<file path="src/rtl/md_unit.sv">
// md_unit - EX-stage multiply/divide controller.
//
// Owns the HI/LO registers. MULT/MULTU go through a single-cycle 64-bit
// multiplier. DIV/DIVU go through a 32-step restoring divider, one step per
// cycle. While an operation is in flight, stall_req holds IF/ID/EX. MTHI and
// MTLO write HI/LO directly. A flush aborts any operation without touching
// HI/LO.
//
// Ports:
//   clk        system clock, rising edge
//   rst_n      asynchronous active-low reset
//   start      EX holds a valid instruction (held high while stalled)
//   funct[5:0] FUNCT code: MULT 0x18, MULTU 0x19, DIV 0x1A, DIVU 0x1B,
//              MTHI 0x11, MTLO 0x13; other codes are ignored
//   op_a[31:0] rs operand (dividend / multiplicand / MTHI, MTLO source)
//   op_b[31:0] rt operand (divisor / multiplier)
//   flush      flush of EX; highest priority
//   stall_req  hold IF/ID/EX this cycle (combinational)
//   busy       state is MUL or DIV
//   hi[31:0]   HI register
//   lo[31:0]   LO register
module md_unit (
  input  logic        clk,
  input  logic        rst_n,
  input  logic        start,
  input  logic [5:0]  funct,
  input  logic [31:0] op_a,
  input  logic [31:0] op_b,
  input  logic        flush,
  output logic        stall_req,
  output logic        busy,
  output logic [31:0] hi,
  output logic [31:0] lo
);

  localparam logic [5:0] F_MULT  = 6'h18;
  localparam logic [5:0] F_MULTU = 6'h19;
  localparam logic [5:0] F_DIV   = 6'h1A;
  localparam logic [5:0] F_DIVU  = 6'h1B;
  localparam logic [5:0] F_MTHI  = 6'h11;
  localparam logic [5:0] F_MTLO  = 6'h13;

  typedef enum logic [1:0] {
    S_IDLE = 2'd0,
    S_MUL  = 2'd1,
    S_DIV  = 2'd2,
    S_DONE = 2'd3
  } state_e;

  state_e      state_q, state_d;
  logic [31:0] hi_q, hi_d;
  logic [31:0] lo_q, lo_d;
  logic [31:0] a_q, a_d;         // multiplicand, or dividend/quotient shift register
  logic [31:0] b_q, b_d;         // multiplier, or divisor magnitude
  logic [31:0] rem_q, rem_d;     // partial remainder
  logic [4:0]  cnt_q, cnt_d;     // divide step counter
  logic        sgn_q, sgn_d;     // MULT (signed) vs MULTU
  logic        neg_quo_q, neg_quo_d;
  logic        neg_rem_q, neg_rem_d;

  logic        is_mul, is_div, is_signed;
  logic [31:0] abs_a, abs_b;
  logic [63:0] mul_a, mul_b, product;
  logic [32:0] rem_shift;
  logic        rem_ge;
  logic [31:0] rem_next, quo_next;

  assign is_mul    = (funct == F_MULT) || (funct == F_MULTU);
  assign is_div    = (funct == F_DIV)  || (funct == F_DIVU);
  assign is_signed = (funct == F_MULT) || (funct == F_DIV);

  // DIV works on magnitudes; the signs are re-applied after the last step.
  assign abs_a = (is_signed && op_a[31]) ? (32'd0 - op_a) : op_a;
  assign abs_b = (is_signed && op_b[31]) ? (32'd0 - op_b) : op_b;

  // Sign- or zero-extend to 64 bits; the low 64 bits of the product are then
  // correct for both two's-complement and unsigned operands.
  assign mul_a   = sgn_q ? {{32{a_q[31]}}, a_q} : {32'd0, a_q};
  assign mul_b   = sgn_q ? {{32{b_q[31]}}, b_q} : {32'd0, b_q};
  assign product = mul_a * mul_b;

  // Restoring step: the shifted remainder needs 33 bits; when it is >= the
  // divisor, the difference is below the divisor and fits in 32 bits.
  assign rem_shift = {rem_q, a_q[31]};
  assign rem_ge    = (rem_shift >= {1'b0, b_q});
  assign rem_next  = rem_ge ? (rem_shift[31:0] - b_q) : rem_shift[31:0];
  assign quo_next  = {a_q[30:0], rem_ge};

  // Stall is gated by reset so it reads low while the block is held in reset.
  assign stall_req = rst_n & ~flush &
                     (((state_q == S_IDLE) & start & (is_mul | is_div)) |
                      (state_q == S_MUL) | (state_q == S_DIV));
  assign busy = (state_q == S_MUL) || (state_q == S_DIV);
  assign hi   = hi_q;
  assign lo   = lo_q;

  // Next-state and datapath update logic.
  always_comb begin
    state_d   = state_q;
    hi_d      = hi_q;
    lo_d      = lo_q;
    a_d       = a_q;
    b_d       = b_q;
    rem_d     = rem_q;
    cnt_d     = cnt_q;
    sgn_d     = sgn_q;
    neg_quo_d = neg_quo_q;
    neg_rem_d = neg_rem_q;

    if (flush) begin
      state_d = S_IDLE;
      cnt_d   = 5'd0;
    end else begin
      case (state_q)
        S_IDLE: begin
          if (start) begin
            if (is_mul) begin
              a_d     = op_a;
              b_d     = op_b;
              sgn_d   = is_signed;
              state_d = S_MUL;
            end else if (is_div) begin
              if (op_b == 32'd0) begin
                lo_d    = 32'hFFFF_FFFF;
                hi_d    = op_a;
                state_d = S_DONE;
              end else begin
                a_d       = abs_a;
                b_d       = abs_b;
                rem_d     = 32'd0;
                cnt_d     = 5'd0;
                neg_quo_d = is_signed & (op_a[31] ^ op_b[31]);
                neg_rem_d = is_signed & op_a[31];
                state_d   = S_DIV;
              end
            end else if (funct == F_MTHI) begin
              hi_d = op_a;
            end else if (funct == F_MTLO) begin
              lo_d = op_a;
            end else begin
              state_d = S_IDLE;
            end
          end else begin
            state_d = S_IDLE;
          end
        end
        S_MUL: begin
          hi_d    = product[63:32];
          lo_d    = product[31:0];
          state_d = S_DONE;
        end
        S_DIV: begin
          a_d   = quo_next;
          rem_d = rem_next;
          if (cnt_q == 5'd31) begin
            lo_d    = neg_quo_q ? (32'd0 - quo_next) : quo_next;
            hi_d    = neg_rem_q ? (32'd0 - rem_next) : rem_next;
            cnt_d   = 5'd0;
            state_d = S_DONE;
          end else begin
            cnt_d = cnt_q + 5'd1;
          end
        end
        S_DONE: begin
          // start still belongs to the finished instruction here.
          state_d = S_IDLE;
        end
        default: begin
          state_d = S_IDLE;
        end
      endcase
    end
  end

  // State and datapath registers.
  always_ff @(posedge clk or negedge rst_n) begin
    if (!rst_n) begin
      state_q   <= S_IDLE;
      hi_q      <= 32'd0;
      lo_q      <= 32'd0;
      a_q       <= 32'd0;
      b_q       <= 32'd0;
      rem_q     <= 32'd0;
      cnt_q     <= 5'd0;
      sgn_q     <= 1'b0;
      neg_quo_q <= 1'b0;
      neg_rem_q <= 1'b0;
    end else begin
      state_q   <= state_d;
      hi_q      <= hi_d;
      lo_q      <= lo_d;
      a_q       <= a_d;
      b_q       <= b_d;
      rem_q     <= rem_d;
      cnt_q     <= cnt_d;
      sgn_q     <= sgn_d;
      neg_quo_q <= neg_quo_d;
      neg_rem_q <= neg_rem_d;
    end
  end

endmodule

</file>
<file path="config.mk">
export PLATFORM = sky130hd
export DESIGN_NAME = md_unit
export DESIGN_NICKNAME = d
export VERILOG_FILES = /design/src/rtl/md_unit.sv
export SDC_FILE = /design/constraint.sdc
export NUM_CORES = 2
export LEC_CHECK = 0
export BUFFER_PORTS_ARGS = -buffer_cell sky130_fd_sc_hd__buf_2
export CORE_ASPECT_RATIO = 0.9
export CORE_MARGIN = 2
export CORE_UTILIZATION = 61
export CTS_BUF_LIST = sky130_fd_sc_hd__clkbuf_8
export CTS_CLUSTER_SIZE = 40
export DETAILED_ROUTE_END_ITERATION = 10
export PLACE_DENSITY_LB_ADDON = 0.05
export SYNTH_ARGS = -nofsm -noshare
export SYNTH_HDL_FRONTEND = slang
export SYNTH_SLANG_ARGS = --single-unit
</file>
<file path="constraint.sdc">
create_clock -name clk -period 10.2 [get_ports clk]
set_clock_uncertainty 0.05 [all_clocks]
set_input_delay 1.53 -clock clk [delete_from_list [all_inputs] [get_ports clk]]
set_output_delay 1.53 -clock clk [all_outputs]
set_load 0.1 [all_outputs]
</file>
# Word level (Yosys, flattened, before mapping)

Cells that the tools add are included.

Add/subtract/negate cells: 6
Multipliers: 1
Order comparisons: 1
Equal/unequal tests: 29
Multiplexer cells: 51
Bitwise logic cells: 13
Reductions and logical operators: 21

Operators with widths:

| operator                | count |
|---|---|
| $mux W32                | 29 |
| $pmux W32 S3            | 2 |
| $mux W64                | 2 |
| $pmux W32 S2            | 2 |
| $sub A1 B32 Y32 const A | 4 |
| $mul A64 B64 Y64        | 1 |
| $eq A6 B5 Y1 const B    | 6 |
| $ge A33 B32 Y1          | 1 |
| $logic_not A32 Y1       | 1 |
| $sub A32 B32 Y32        | 1 |
| $mux W5                 | 6 |
| $ne A3 B3 Y1 const B    | 7 |
| $reduce_and A5 Y1       | 3 |
| $mux W2                 | 7 |
| $ne A3 B2 Y1 const B    | 4 |
| $ne A6 B6 Y1 const B    | 2 |
| $reduce_and A6 Y1       | 2 |
| $ne A2 B2 Y1 const B    | 5 |
| $pmux W5 S2             | 1 |
| $pmux W2 S4             | 1 |
| $reduce_and A8 Y1       | 1 |
| $reduce_and A7 Y1       | 1 |
| $and A1 B1 Y1           | 6 |
| $reduce_bool A3 Y1      | 2 |
| other kinds (15)        | 25 |

Flip-flop bits (word level): 170
Output and inout bits: 66
Word-level logic and storage cells: 132

# Depth between registers and ports, before layout

Depth after elaboration: 9
Gate-level depth with buffers: 37
Mapped depth without buffers: 33

# Least setup slack after synthesis

OpenSTA, ideal clock, no wires.

Path kind: reg-to-reg
From: register a_q[31]
To: register hi_q[30] (netlist: hi[30])
Library setup time: 82 ps
Data arrival time: 9362 ps
Required time: 10068 ps
Setup slack: 705 ps
Stages on the path, launching flop included: 33
Path buffers: 3
Cells stage by stage: dfrtp_1 -> and2_1 -> clkbuf_1 -> clkbuf_1 -> nand2_1 -> fa_1 -> inv_1 -> fa_1 -> fa_1 -> inv_1 -> fa_1 -> inv_1 -> fa_1 -> fa_1 -> fa_1 -> fa_1 -> fa_1 -> inv_1 -> fa_1 -> inv_1 -> ha_1 -> clkbuf_1 -> a21oi_1 -> o21ai_0 -> a21oi_1 -> nand3_1 -> or3_1 -> a31o_2 -> a21oi_1 -> o31ai_1 -> a221oi_1 -> mux2_2 -> a31oi_1

Cells in the longest elaborated chain, start to end: 6
Elaborated cells between the ends (all ways): 9
Classes of those cells: add/sub: 2; mul: 1; order compare: 1; mux: 5

Ends and longest elaborated chain:

| what                                                     | RTL line | text |
|---|---|---|
| start, declared                                          | 53       | `logic [31:0] a_q, a_d;` |
| start signal, assigned                                   | 181      | `a_q <= 32'd0;` |
| start signal, assigned                                   | 192      | `a_q <= a_d;` |
| branches (longest 5 deep; another with $mul A64 B64 Y64) | n/a      |  |
| $pmux W32 S3 (*)                                         | 114      | `case (state_q)` |
| end signal, assigned                                     | 190      | `hi_q <= hi_d;` |
| end, declared                                            | 51       | `logic [31:0] hi_q, hi_d;` |

Mark *: on every way between the ends. The select of a mux whose other input is x is not followed.
A chain may end at the register's enable or synchronous reset.

# Worst setup path after layout

From: register b_q[20]
To: register hi_q[27] (netlist: hi[27])

Cells in the longest elaborated chain, start to end: 6
Elaborated cells between the ends (all ways): 9
Classes of those cells: add/sub: 2; mul: 1; order compare: 1; mux: 5

Ends and longest elaborated chain:

| what                                                     | RTL line | text |
|---|---|---|
| start, declared                                          | 54       | `logic [31:0] b_q, b_d;` |
| start signal, assigned                                   | 182      | `b_q <= 32'd0;` |
| start signal, assigned                                   | 193      | `b_q <= b_d;` |
| branches (longest 5 deep; another with $mul A64 B64 Y64) | n/a      |  |
| $pmux W32 S3 (*)                                         | 114      |  |

Marks and branches as above.

==> results.md <==
* # Post-CTS Setup Buffers at 0
* Yosys cell types at 88
* # clock sinks at 170
* Detailed Route WL at 206000 microns
* Arrival time of the worst setup path at 10230 ps
* Gpl congestion at 1.00
* Setup slack, reg-to-reg at 410 ps
* WHS at 439 ps
* Sequential fraction of the synthesis area at 0.0697
* TritonCTS buffer count at 17
* Later-pin clock latency in the skew report at 610 ps
* NumNets Final at 8665
* Hold buffers post-CTS at 0
* Tcrit/Tclk final at 0.960
* Largest net degree at the start of global routing at 68
* H-tree depth at 4
* Met2 GRT Util at 0.612
* Post-DRT Antenna Nets at 0
* Maximum buffer depth of the clock tree at 2
* Synth Warn # at 0
* Most used cell, CP: fa_1
* Outcome: complete, no violations
* Die width at 337 microns
* Root Buffer: clkbuf_8
* Area leader, netlist: fa_1
* DIE AREA at 0.103 sq mm
* Min Tclk post-route at 9790 ps
* GRT Total Usage at 0.419
* Share of cells above drive strength 1 at 0.0681
* Syn Area/Cell at 8.98 sq um
* Setup TNS at 0 ps
* Post-route cell area at 0.0644 sq mm
* Synthesized area at 0.0610 sq mm
* Hold Crit Class: reg -> reg
* Core box area at 0.0996 sq mm
* Number of global-route vias before repair at 50.0k
* Startpoint class of the critical path: flop
* Initial antenna violation count at 14
* CP peak stage delay at 990 ps
* GRT Max-Usage Layer: met2
* Clock transition at path regs at 110 ps
* TritonRoute pass-1 iters at 6
* Most common cell in the netlist: inv_1
* Main synth FF type: dfrtp_1
* Final setup viols at 0
* Slowest cell on crit path: dfrtp_1
* Critical path peak fanout at 16
* Post-synth top area share at 0.466
* PortBufs at 139
* Io pins at 140
* Met3 GRT Util at 0.120
* Max_slew headroom at 0.150
* Post-synth EDFFs at 0
* Die Span Y at 304 microns
* Worst slew pin tran at 1270 ps
* DR vias/cell at 5.85
* Initial Util at 0.612
* Met1 GRT Util at 0.591
* Row count at 110
* First-pass GRT wire length at 315000 microns
* Number of synthesized register bits at 170
* Post-synthesis net count at 8642
* Hold Fails Final Rpt at 0
* Via count at 47.9k
* Kind of critical path: reg -> reg
* Async SR Flop Fraction at 1.00
* GRT overflow at 0
* Placed cell areas at 0.0639 sq mm
* Synthesis-to-finish area growth at 5.47%
* Max-cap violations at 0
* Synth top cells by count: 1591 x inv_1, 1420 x fa_1, 768 x nand2_1
* Wire per inst at 25.1 microns
* Max Fclk at 0.102 GHz
* Worst Setup End Kind: flop
* Dpl ws at 420 ps
* Residual DRC at 0
* Mapped Cells at 6797
* Initial DRC count at 4678
* Fin. max-slew vios at 0
* HPWL after DPL at 173000 microns
* Area contributors post-synth: fa_1 47%, inv_1 9.8%, ha_1 7.2%, dfrtp_1 7.0%, and2_1 5.5%
* Critical path required time at 10640 ps
* Setup ws final at 411 ps
* TritonCTS clock tree: yes
-- sequential cells by signal, summed over array words and instances, names as in the netlist --
| name | count |
|---|---|
| state_q | 2 |
| neg_rem_q | 1 |
| b_q | 32 |
| hi | 32 |
| sgn_q | 1 |
| rem_q | 32 |
| cnt_q | 5 |
| neg_quo_q | 1 |
| lo | 32 |
| a_q | 32 |
-- final timing paths --
kind	start	depth (start not counted)	endpoint
setup / recovery	b_q[20]	34	hi[27]
hold / removal	lo[11]	2	lo[11]
setup reg to reg	b_q[20]	34	hi[27]
hold reg to reg	lo[11]	2	lo[11]
max in group asynchronous	rst_n	2	b_q[14]
min in group asynchronous	rst_n	1	cnt_q[1]
-- cell usage in the layout (no fill, tap or decap), types with 40 or more instances in the layout --
cell | netlist | layout
a21oi_1 | 218 | 218
nor3_1 | 53 | 53
buf_2 | 8 | 138
a21o_1 | 64 | 63
xnor2_1 | 152 | 152
o21ai_0 | 199 | 199
nand2_1 | 768 | 765
a221oi_1 | 40 | 40
and2_1 | 537 | 537
fa_1 | 1420 | 1420
ha_1 | 351 | 348
nand3_1 | 44 | 44
and3_1 | 46 | 46
dfrtp_1 | 170 | 154
inv_1 | 1591 | 1591
o31ai_1 | 76 | 76
nor2_1 | 228 | 228
buf_4 | 1 | 219
xor2_1 | 97 | 97
-- area by class of cell --
type	count	area (sq um)
Inverter	1594	5990
Antenna cell	6	15.0
Multi-Input combinational cell	4670	49400
Clock inverter	15	228
Fill cell	8559	35300
Clock buffer	17	234
Timing Repair Buffer	367	2510
Sequential cell	170	4270
Tap cell	1344	1680
-- logic make-up (layout without fill, tap and decap cells) --
| logic type | Yosys count | count (layout) | synth area share |
|---|---|---|---|
| simple gates | 1829 | 1829 | 0.147 |
| xor+xnor | 249 | 249 | 0.0357 |
| flops | 170 | 170 | 0.0697 |
| compound gates | 787 | 787 | 0.0834 |
| fa+ha+maj | 1773 | 1773 | 0.538 |
| other cells | 0 | 6 | 0 |
| buf+inv | 1957 | 1993 | 0.121 |
| mux | 32 | 32 | 0.00533 |
-- timing repair --
item | in CTS | in global routing
setup endpoints to repair | 0 | 6
endpoints found under the hold margin | 0 | 0
resized for setup | 0 | 12
-- per-layer routing --
metal  vias up  wire (microns)
met2      2488           89600
met1     24452           82400
met5         -              40
met4         8            9910
li1      20448               -
met3       488           23700
-- per-stage QoR --
| step | util | std cells |
|---|---|---|
| after floorplan | - | 6797 |
| after global placement | 0.641 | 8145 |
| after detailed placement | 0.641 | 8145 |
| after CTS | 0.645 | 8177 |
| after global routing | 0.646 | 8177 |
| final | 0.646 | 8183 |
-- critical path, delay by kind of cell (launching register included) --
kind                     cells  cell delay [ps]
adder cells (fa/ha/maj)     11             4980
AO/OA/AOI/OAI                7             1590
buffers and inverters       10             1310
flip-flops                   1              990
AND/OR/NAND/NOR              5              560
XOR/XNOR                     1              160
Power is left out: the tool's default activity adds up to more than one toggle a clock period on the data nets, which glitch-free logic cannot reach.
